**src/rtl/imem_loader_pkg.sv**
```systemverilog
// rtl/imem_loader_pkg.sv - shared types and constants for the instruction memory loader
package imem_loader_pkg;

    localparam int LEN_W          = 16;
    localparam int BYTE_W         = 8;
    localparam int WORD_W         = 32;
    localparam int BYTES_PER_WORD = 4;
    localparam int LANE_W         = 2;

    localparam logic [LANE_W-1:0] LAST_LANE = LANE_W'(BYTES_PER_WORD - 1);

    typedef enum logic [2:0] {
        ST_LEN_LO = 3'd0,
        ST_LEN_HI = 3'd1,
        ST_DATA   = 3'd2,
        ST_CSUM   = 3'd3,
        ST_DONE   = 3'd4,
        ST_ERR    = 3'd5
    } state_e;

    function automatic logic is_receiving(input state_e s);
        return (s == ST_LEN_LO) || (s == ST_LEN_HI) || (s == ST_DATA) || (s == ST_CSUM);
    endfunction

endpackage

```
**src/rtl/imem_loader_if.sv**
```systemverilog
// rtl/imem_loader_if.sv - byte stream in and instruction memory write bus out of the loader
interface imem_loader_if #(
    parameter int ADDR_W = 10
);
    logic              in_valid;
    logic [7:0]        in_data;
    logic              in_ready;
    logic              imem_we;
    logic [ADDR_W-1:0] imem_waddr;
    logic [31:0]       imem_wdata;

    modport master (
        input  in_valid, in_data,
        output in_ready, imem_we, imem_waddr, imem_wdata
    );

    modport slave (
        output in_valid, in_data,
        input  in_ready, imem_we, imem_waddr, imem_wdata
    );
endinterface

```
**src/rtl/imem_loader_word_packer.sv**
```systemverilog
// rtl/imem_loader_word_packer.sv - packs little-endian bytes into 32-bit words
module imem_loader_word_packer
    import imem_loader_pkg::*;
(
    input  logic              clk,
    input  logic              rst,
    input  logic              clear,
    input  logic              byte_valid,
    input  logic [BYTE_W-1:0] byte_data,
    output logic              word_valid,
    output logic [WORD_W-1:0] word_data
);

    logic [LANE_W-1:0] idx_q, idx_d;
    logic [23:0]       shift_q, shift_d;

    always_ff @(posedge clk) begin
        if (rst) begin
            idx_q   <= '0;
            shift_q <= '0;
        end else begin
            idx_q   <= idx_d;
            shift_q <= shift_d;
        end
    end

    // Older bytes slide toward bit 0, so byte 0 lands in [7:0] once the fourth arrives.
    always_comb begin
        idx_d   = idx_q;
        shift_d = shift_q;
        if (clear) begin
            idx_d   = '0;
            shift_d = '0;
        end else if (byte_valid) begin
            idx_d   = idx_q + LANE_W'(1);
            shift_d = {byte_data, shift_q[23:8]};
        end
    end

    assign word_valid = byte_valid && !clear && (idx_q == LAST_LANE);
    assign word_data  = {byte_data, shift_q};

endmodule

```
**src/rtl/imem_loader.sv**
```systemverilog
// rtl/imem_loader.sv - writes a length/checksum framed byte image into instruction memory
// and holds the core in reset until a good image has landed.
module imem_loader
    import imem_loader_pkg::*;
#(
    parameter int ADDR_W = 10
) (
    input  logic          clk,
    input  logic          rst,
    input  logic          start,
    imem_loader_if.master bus,
    output logic          core_rst,
    output logic          busy,
    output logic          done,
    output logic          err
);

    localparam int          CNT_W = ADDR_W + 1;
    localparam int unsigned DEPTH = 32'd1 << ADDR_W;

    state_e              state_q, state_d;
    logic [LEN_W-1:0]    len_q, len_d;
    logic [CNT_W-1:0]    wcnt_q, wcnt_d;
    logic [BYTE_W-1:0]   csum_q, csum_d;
    logic                imem_we_q, imem_we_d;
    logic [ADDR_W-1:0]   imem_waddr_q, imem_waddr_d;
    logic [WORD_W-1:0]   imem_wdata_q, imem_wdata_d;

    logic                hs;
    logic                data_hs;
    logic                rearm;
    logic                last_word;
    logic                word_valid;
    logic [WORD_W-1:0]   word_data;
    logic [LEN_W-1:0]    len_full;

    assign hs        = bus.in_valid && busy;
    assign data_hs   = hs && (state_q == ST_DATA);
    assign rearm     = start && ((state_q == ST_DONE) || (state_q == ST_ERR));
    assign len_full  = {bus.in_data, len_q[7:0]};
    assign last_word = (32'(wcnt_q) + 32'd1) == 32'(len_q);

    imem_loader_word_packer u_packer (
        .clk        (clk),
        .rst        (rst),
        .clear      (rearm),
        .byte_valid (data_hs),
        .byte_data  (bus.in_data),
        .word_valid (word_valid),
        .word_data  (word_data)
    );

    always_ff @(posedge clk) begin
        if (rst) begin
            state_q <= ST_LEN_LO;
        end else begin
            state_q <= state_d;
        end
    end

    always_comb begin
        state_d = state_q;
        case (state_q)
            ST_LEN_LO: if (hs) state_d = ST_LEN_HI;
            ST_LEN_HI: begin
                if (hs) begin
                    if (len_full == '0)                 state_d = ST_CSUM;
                    else if (32'(len_full) > DEPTH)     state_d = ST_ERR;
                    else                                state_d = ST_DATA;
                end
            end
            ST_DATA:   if (word_valid && last_word) state_d = ST_CSUM;
            ST_CSUM:   if (hs) state_d = (bus.in_data == csum_q) ? ST_DONE : ST_ERR;
            ST_DONE,
            ST_ERR:    if (start) state_d = ST_LEN_LO;
            default:   state_d = ST_LEN_LO;
        endcase
    end

    always_ff @(posedge clk) begin
        if (rst) begin
            len_q        <= '0;
            wcnt_q       <= '0;
            csum_q       <= '0;
            imem_we_q    <= 1'b0;
            imem_waddr_q <= '0;
            imem_wdata_q <= '0;
        end else begin
            len_q        <= len_d;
            wcnt_q       <= wcnt_d;
            csum_q       <= csum_d;
            imem_we_q    <= imem_we_d;
            imem_waddr_q <= imem_waddr_d;
            imem_wdata_q <= imem_wdata_d;
        end
    end

    // Address/data registers only move on a completed word so they hold between writes.
    always_comb begin
        len_d        = len_q;
        wcnt_d       = wcnt_q;
        csum_d       = csum_q;
        imem_we_d    = 1'b0;
        imem_waddr_d = imem_waddr_q;
        imem_wdata_d = imem_wdata_q;
        if (rearm) begin
            len_d  = '0;
            wcnt_d = '0;
            csum_d = '0;
        end
        if (hs && (state_q == ST_LEN_LO)) len_d[7:0] = bus.in_data;
        if (hs && (state_q == ST_LEN_HI)) len_d = len_full;
        if (data_hs) csum_d = csum_q ^ bus.in_data;
        if (word_valid) begin
            wcnt_d       = wcnt_q + CNT_W'(1);
            imem_we_d    = 1'b1;
            imem_waddr_d = wcnt_q[ADDR_W-1:0];
            imem_wdata_d = word_data;
        end
    end

    always_comb begin
        busy     = is_receiving(state_q);
        core_rst = (state_q != ST_DONE);
        done     = (state_q == ST_DONE);
        err      = (state_q == ST_ERR);
    end

    assign bus.in_ready   = busy;
    assign bus.imem_we    = imem_we_q;
    assign bus.imem_waddr = imem_waddr_q;
    assign bus.imem_wdata = imem_wdata_q;

endmodule
```
**src/flat_wrapper.sv**
```systemverilog
// flat-port wrapper written by rule: the top's interface ports become plain ports
module imem_loader_flat import imem_loader_pkg::*;
#(
    parameter int ADDR_W = 10
)
  (clk, rst, start, core_rst, busy, done, err, bus_in_valid, bus_in_data, bus_in_ready, bus_imem_we, bus_imem_waddr, bus_imem_wdata);
  imem_loader_if #(.ADDR_W(ADDR_W)) bus_i ();
  input  logic clk;
  input  logic rst;
  input  logic start;
  output logic core_rst;
  output logic busy;
  output logic done;
  output logic err;
  input wire logic [$bits(bus_i.in_valid)-1:0] bus_in_valid;
  input wire logic [$bits(bus_i.in_data)-1:0] bus_in_data;
  output wire logic [$bits(bus_i.in_ready)-1:0] bus_in_ready;
  output wire logic [$bits(bus_i.imem_we)-1:0] bus_imem_we;
  output wire logic [$bits(bus_i.imem_waddr)-1:0] bus_imem_waddr;
  output wire logic [$bits(bus_i.imem_wdata)-1:0] bus_imem_wdata;
  assign bus_i.in_valid = bus_in_valid;
  assign bus_i.in_data = bus_in_data;
  assign bus_in_ready = bus_i.in_ready;
  assign bus_imem_we = bus_i.imem_we;
  assign bus_imem_waddr = bus_i.imem_waddr;
  assign bus_imem_wdata = bus_i.imem_wdata;
  imem_loader #(.ADDR_W(ADDR_W)) u_core (.clk(clk), .rst(rst), .start(start), .bus(bus_i), .core_rst(core_rst), .busy(busy), .done(done), .err(err));
endmodule
```
**config.mk**
```make
export PLATFORM = sky130hd
export DESIGN_NAME = imem_loader_flat
export DESIGN_NICKNAME = d
export VERILOG_FILES = /design/src/rtl/imem_loader_pkg.sv /design/src/rtl/imem_loader_if.sv /design/src/rtl/imem_loader_word_packer.sv /design/src/rtl/imem_loader.sv /design/src/flat_wrapper.sv
export SDC_FILE = /design/constraint.sdc
export NUM_CORES = 1
export LEC_CHECK = 0
export ABC_AREA = 1
export CAP_MARGIN = 5
export CORE_ASPECT_RATIO = 0.5
export CORE_MARGIN = 5
export CORE_UTILIZATION = 35
export CTS_CLUSTER_SIZE = 16
export DETAILED_ROUTE_END_ITERATION = 10
export GPL_TIMING_DRIVEN = 0
export PLACE_DENSITY = 0.66
export SYNTH_ARGS = -nofsm -noshare
export SYNTH_HDL_FRONTEND = slang
export SYNTH_SLANG_ARGS = --single-unit
export TNS_END_PERCENT = 20
```
**constraint.sdc**
```tcl
create_clock -name clk -period 4.3 [get_ports clk]
set_clock_uncertainty 0.1 [all_clocks]
set_input_delay 0.86 -clock clk [delete_from_list [all_inputs] [get_ports clk]]
set_output_delay 0.86 -clock clk [all_outputs]
set_load 0.01 [all_outputs]
```
# After elaboration in Yosys (flattened, before gate mapping)
# Cells that the tools add are included.
# totals
word_cells,70
regBits,107
output_inout_bits,48
in_bits,12
# op_classes
bitwise,2
magnitude_cmp,1
eq_ne,14
n_mux,17
reduce_logical,23
n_addsub,3
# op_table
op,n
32-bit by 16-bit == test with 1-bit output,1
16-bit 2-to-1 mux,2
8-bit 2-to-1 mux,3
11-bit 2-to-1 mux,2
3-bit 2-to-1 mux,7
16-bit by 11-bit greater-than comparator with 1-bit output (second input constant),1
16-bit logical NOT,1
3-bit case mux with 5 select lines,1
11-bit by 1-bit adder with 12-bit output (second input constant),1
11-bit by 1-bit adder with 11-bit output (second input constant),1
8-bit == test,1
1-bit logical AND,8
2-bit nonzero test,4
8-bit XOR,1
3-bit by 2-bit == test with 1-bit output (second input constant),2
3-bit == test (second input constant),2
2-bit by 1-bit inequality test with 1-bit output (second input constant),3
5-bit AND reduction,1
1-bit logical OR,4
2-bit inequality test (second input constant),2
2-bit OR reduction,2
3-bit by 1-bit == test with 1-bit output (second input constant),1
3-bit logical NOT,1
3-bit inequality test (second input constant),1
other kinds (6),7

# Longest topological paths before layout
# depth
ltp_word,11
mapped_depth,16
mapped_depth_nobuf,16

# By module
# From an unflattened synthesis, not the netlist that was laid out.
# hier_totals
cells_unflattened,712
hier_area_um2,4843.4
# by_module_without_submodules
module,area_per_inst_um2,cells_each,n_inst,seq_area_each_um2
imem_loader,3676.0,537,1,1621.6
imem_loader_word_packer,1167.4,175,1,520.5

# Least setup slack after synthesis
# Ideal clock, no wire load.
# synth_timing
path_kind,in2reg
from,in bus_in_data[3]
to,reg u_core.state_q[0]
setup_slack_ps,2331
path_stages,8
t_arrival_ps,1756
setup_time_ps,113
t_required_ps,4087
path_buffers,1
path_cell_list,clkbuf_1 -> xor2_1 -> nor3_1 -> nand4_1 -> a21oi_1 -> a21oi_1 -> nor2_1 -> nor2_1
# synth_between
elab_chain_len,5
word_cells_on_any_way,9
cone_classes,1 x order compare; 1 x eq/ne; 6 x mux; 1 x reduce/logical
# synth_rtl
item,line,rtl
"start, declared",flat_wrapper.sv:16,input wire logic [$bits(bus_i.in_data)-1:0] bus_in_data;
16-bit by 11-bit greater-than comparator with 1-bit output,imem_loader.sv:68,else if (32'(len_full) > DEPTH) state_d = ST_ERR;
3-bit 2-to-1 mux,imem_loader.sv:68,
3-bit 2-to-1 mux,imem_loader.sv:67,if (len_full == '0) state_d = ST_CSUM;
3-bit 2-to-1 mux,imem_loader.sv:66,if (hs) begin
3-bit case mux with 5 select lines *,imem_loader.sv:63,case (state_q)
"end signal, assigned",imem_loader.sv:57,state_q <= state_d;
"end, declared",imem_loader.sv:21,"state_e state_q, state_d;"
# Mark *: on every way between the ends. The rest lies on a longest branch, timed or not. The select of a mux whose other input is x is not followed.
# A chain may end at the register's enable or synchronous reset.

# Worst setup path after layout
# layout_timing
from,reg u_core.state_q[0]
to,out done
# layout_between
elab_chain_len,1
# layout_rtl
item,line,rtl
3-bit == test,imem_loader.sv:125,done = (state_q == ST_DONE);
"end, declared",flat_wrapper.sv:13,output logic done;
# No other way between the ends.

==> summary.md <==
The number of fill cells came out at 1322. After clock tree synthesis, the repair step resized 0 gates. The power density over the cells was 384 nW/um^2.

The final layout contains 719 nets. The analysis attributes to cell leakage a power of 1.99 nW. Setup repair after global routing left no endpoint under its margin. The number of antenna diodes in the final layout is 0.

The run gives 1.66 ns as the data arrival time of the worst path. The ratio of routed vias to standard cells was 4.95; the total global routing track utilization was 15.8%. The logs give 25 for the number of different library cells in the post-synthesis netlist and 0.849 for the final weighted congestion in routability-driven placement. The largest driver fanout on the critical path works out to 5. The H-tree depth reported by CTS was 3; the horizontal die dimension was 171 um. The synthesized design contains 0 enable-type register cells. The area growth from synthesis to layout is 23.9%. The core region is 12700 um^2. The async set or reset register ratio after synthesis is 0%. The number of nets handed over by synthesis was 651.

After floorplanning, the core was divided into 29 placement rows. The share of the clock period used by the worst path after layout was 61.0%; the normalized max-slew margin was 62.8%. For the number of nets still failing antenna checks after routing, the log shows 0. In this run the vertical extent of the chip is 90.6 um. The cell count after synthesis came out at 637. Summed over all layers, the routed wires come to 11800 um. TritonCTS built the clock tree. The tools report the maximum number of pins on one net before global-route repair as 18. The post-DP HPWL is 8760 um, and the peak clock frequency supported by timing is 381 MHz.

The worst setup path is launched from a flip-flop. Once the floorplan was initialized, standard cells occupied 35.8% of the core. The total power was 0.00217 W; the utilization after layout was 44.4%.

After clock tree synthesis, the clock-pin slew on the worst setup and hold paths is 0.07 ns. Final critical-path setup slack: 1.68 ns. The most used flip-flop cell after synthesis was dfxtp_1. The slew of the pin with the lowest slew margin works out to 0.556 ns.

Counting along the longest clock path gives a buffer depth of 2. Pre-CTS setup slack: 1.54 ns. For the worst-skew pair, the clock arrives at the later sink with an insertion delay of 0.35 ns. The tools report the final setup TNS as 0 ns. Initial antenna violation count: 0.

The logs give 0 for the number of hold buffers added after CTS and 4550 um^2 for the summed instance area of the synthesized netlist. After detailed routing, the average wire length per cell comes to 13.4 um. VDD sags by at most 0.197 mV.

The min-delay analysis places its worst path in the category reg -> reg. The first TritonRoute pass finished after 5 iterations. The required time at the endpoint of the critical path was 3.34 ns; the number of cells traversed by the worst register-to-register path was 14. Pin placement for this block handled 60 I/O pins. The critical path is of the reg -> out type. The sequential cell area fraction in the yosys report came out at 47.1%.

The initial DRC count is 350, and the synthesis warning total is 0. The cell sitting at the root of the clock tree is a clkbuf_16. The flow ran to the end, and the final reports show no timing, DRC or antenna violations.

The synthesized design contains 107 register bits. For this design, the sink count on the clock tree is 107. Number of max-capacitance violations reported: 0. The share of layout cells above drive strength 1 works out to 5.07%.

The run gives 0 as the leftover overflow at the end of global routing. The first global-routing pass estimated 20200 um of wire. The count of final max-slew check failures is 0. In this run the tool buffered the top-level ports with 57 buffer cells. The clock period minus final worst setup slack is 2.62 ns. The floorplan step defined a die boundary enclosing 15500 um^2. Via count of the first global-routing pass: 4168.

The number of hold violations in the final report is 0. The overall via count from detail_route was 4359. The average footprint of a synthesized cell came out at 7.14 um^2. STA classifies the critical path endpoint as an output port. The number of buffers created by CTS is 9. For this run, design rule violations remaining after detail routing come to 0. Setup fix buffers added after clock tree synthesis: 0. The hold path depth was 2; the count of endpoints failing setup in the final report was 0.
cell families (layout without fill, tap and decap cells):
group	after synthesis	in the layout	share of synthesized area, %
flip-flops	107	107	47.1
adder cells (fa/ha/maj)	2	2	0.550
AND/OR/NAND/NOR	312	312	29.2
buffers and inverters	92	165	8.08
XOR/XNOR	11	11	2.12
AO/OA/AOI/OAI	113	113	13.0
power by group:
| group | switching (W) | total (W) | internal (W) |
|---|---|---|---|
| sequential | 0.0000228 | 0.00104 | 0.00102 |
| clock | 0.000369 | 0.000844 | 0.000475 |
| combinational | 0.000182 | 0.000277 | 0.0000953 |
registers in the layout, indices dropped and copies added, names as in the netlist:
signal                   flops
u_core.bus.imem_wdata       32
u_core.bus.imem_waddr       10
u_core.wcnt_q               11
u_core.state_q               3
u_core.bus.imem_we           1
u_core.u_packer.idx_q        2
u_core.u_packer.shift_q     24
u_core.csum_q                8
u_core.len_q                16
per-layer routing:
metal	global-route usage, %	part of all wire, %	vias up
met5	0	0	-
met2	25.6	47	92
li1	-	-	2210
met4	4.15	0.90	0
met3	4.29	5.0	11
met1	20.7	48	2046
through the flow:
stage	cell area (um^2)	cells	hold slack [ns]
final	5640	880	0.360
after global routing	5640	880	0.377
after CTS	5640	880	0.363
after detailed placement	5330	864	0.353
after global placement	5330	864	0.351
after floorplan	4550	637	0.340
Yosys cell counts (all sizes together), types with 2 or more instances:
library cell / number / area [um^2]
buf: 17 / 86.3
nand3: 84 / 420
nor3: 3 / 15.0
clkbuf: 16 / 60.1
ha: 2 / 25.0
inv: 58 / 218
a21oi: 88 / 440
xnor2: 5 / 43.8
nand4: 6 / 37.5
nand2: 169 / 637
nor2: 46 / 195
or2: 4 / 25.0
o21ai: 7 / 35.0
dfxtp: 107 / 2140
xor2: 6 / 52.6
o22ai: 17 / 106
layout make-up:
class,count,area [um^2],area share (%)
sequential,107,2140,38.0
multi-input combinational,438,2040,36.2
timing repair buffer,57,571,10.1
clock buffer,12,246,4.37
inverter,59,221,3.93
tap,170,213,3.77
buffer,33,146,2.60
clock inverter,4,56.3,0.999
cell usage in the layout (no fill, tap or decap), drive strengths merged, types with 7 or more instances in the layout:
cell	synthesis	layout
inv	58	61
a21oi	88	88
nand2	169	169
nand3	84	84
o22ai	17	17
nor2	46	46
clkbuf	16	28
buf	17	17
dfxtp	107	107
clkdlybuf4s50	0	57
o21ai	7	7
final timing paths:
kind / slack (ns) / from / endpoint
max: 1.68 / u_core.state_q[0] / done
min: 0.36 / u_core.bus.imem_waddr[4] / u_core.bus.imem_waddr[4]
max reg2reg: 2.13 / u_core.wcnt_q[0] / u_core.state_q[0]
min reg2reg: 0.36 / u_core.bus.imem_waddr[4] / u_core.bus.imem_waddr[4]
worst max-delay path, cell delays in order, from the launching register on:
cell and delay, ns:
dfxtp_1 0.34, nor2_1 0.21, inv_1 0.09, nor2_1 0.13
clkdlybuf4s50_1 0.56
Power figures use the tool's default switching activity.
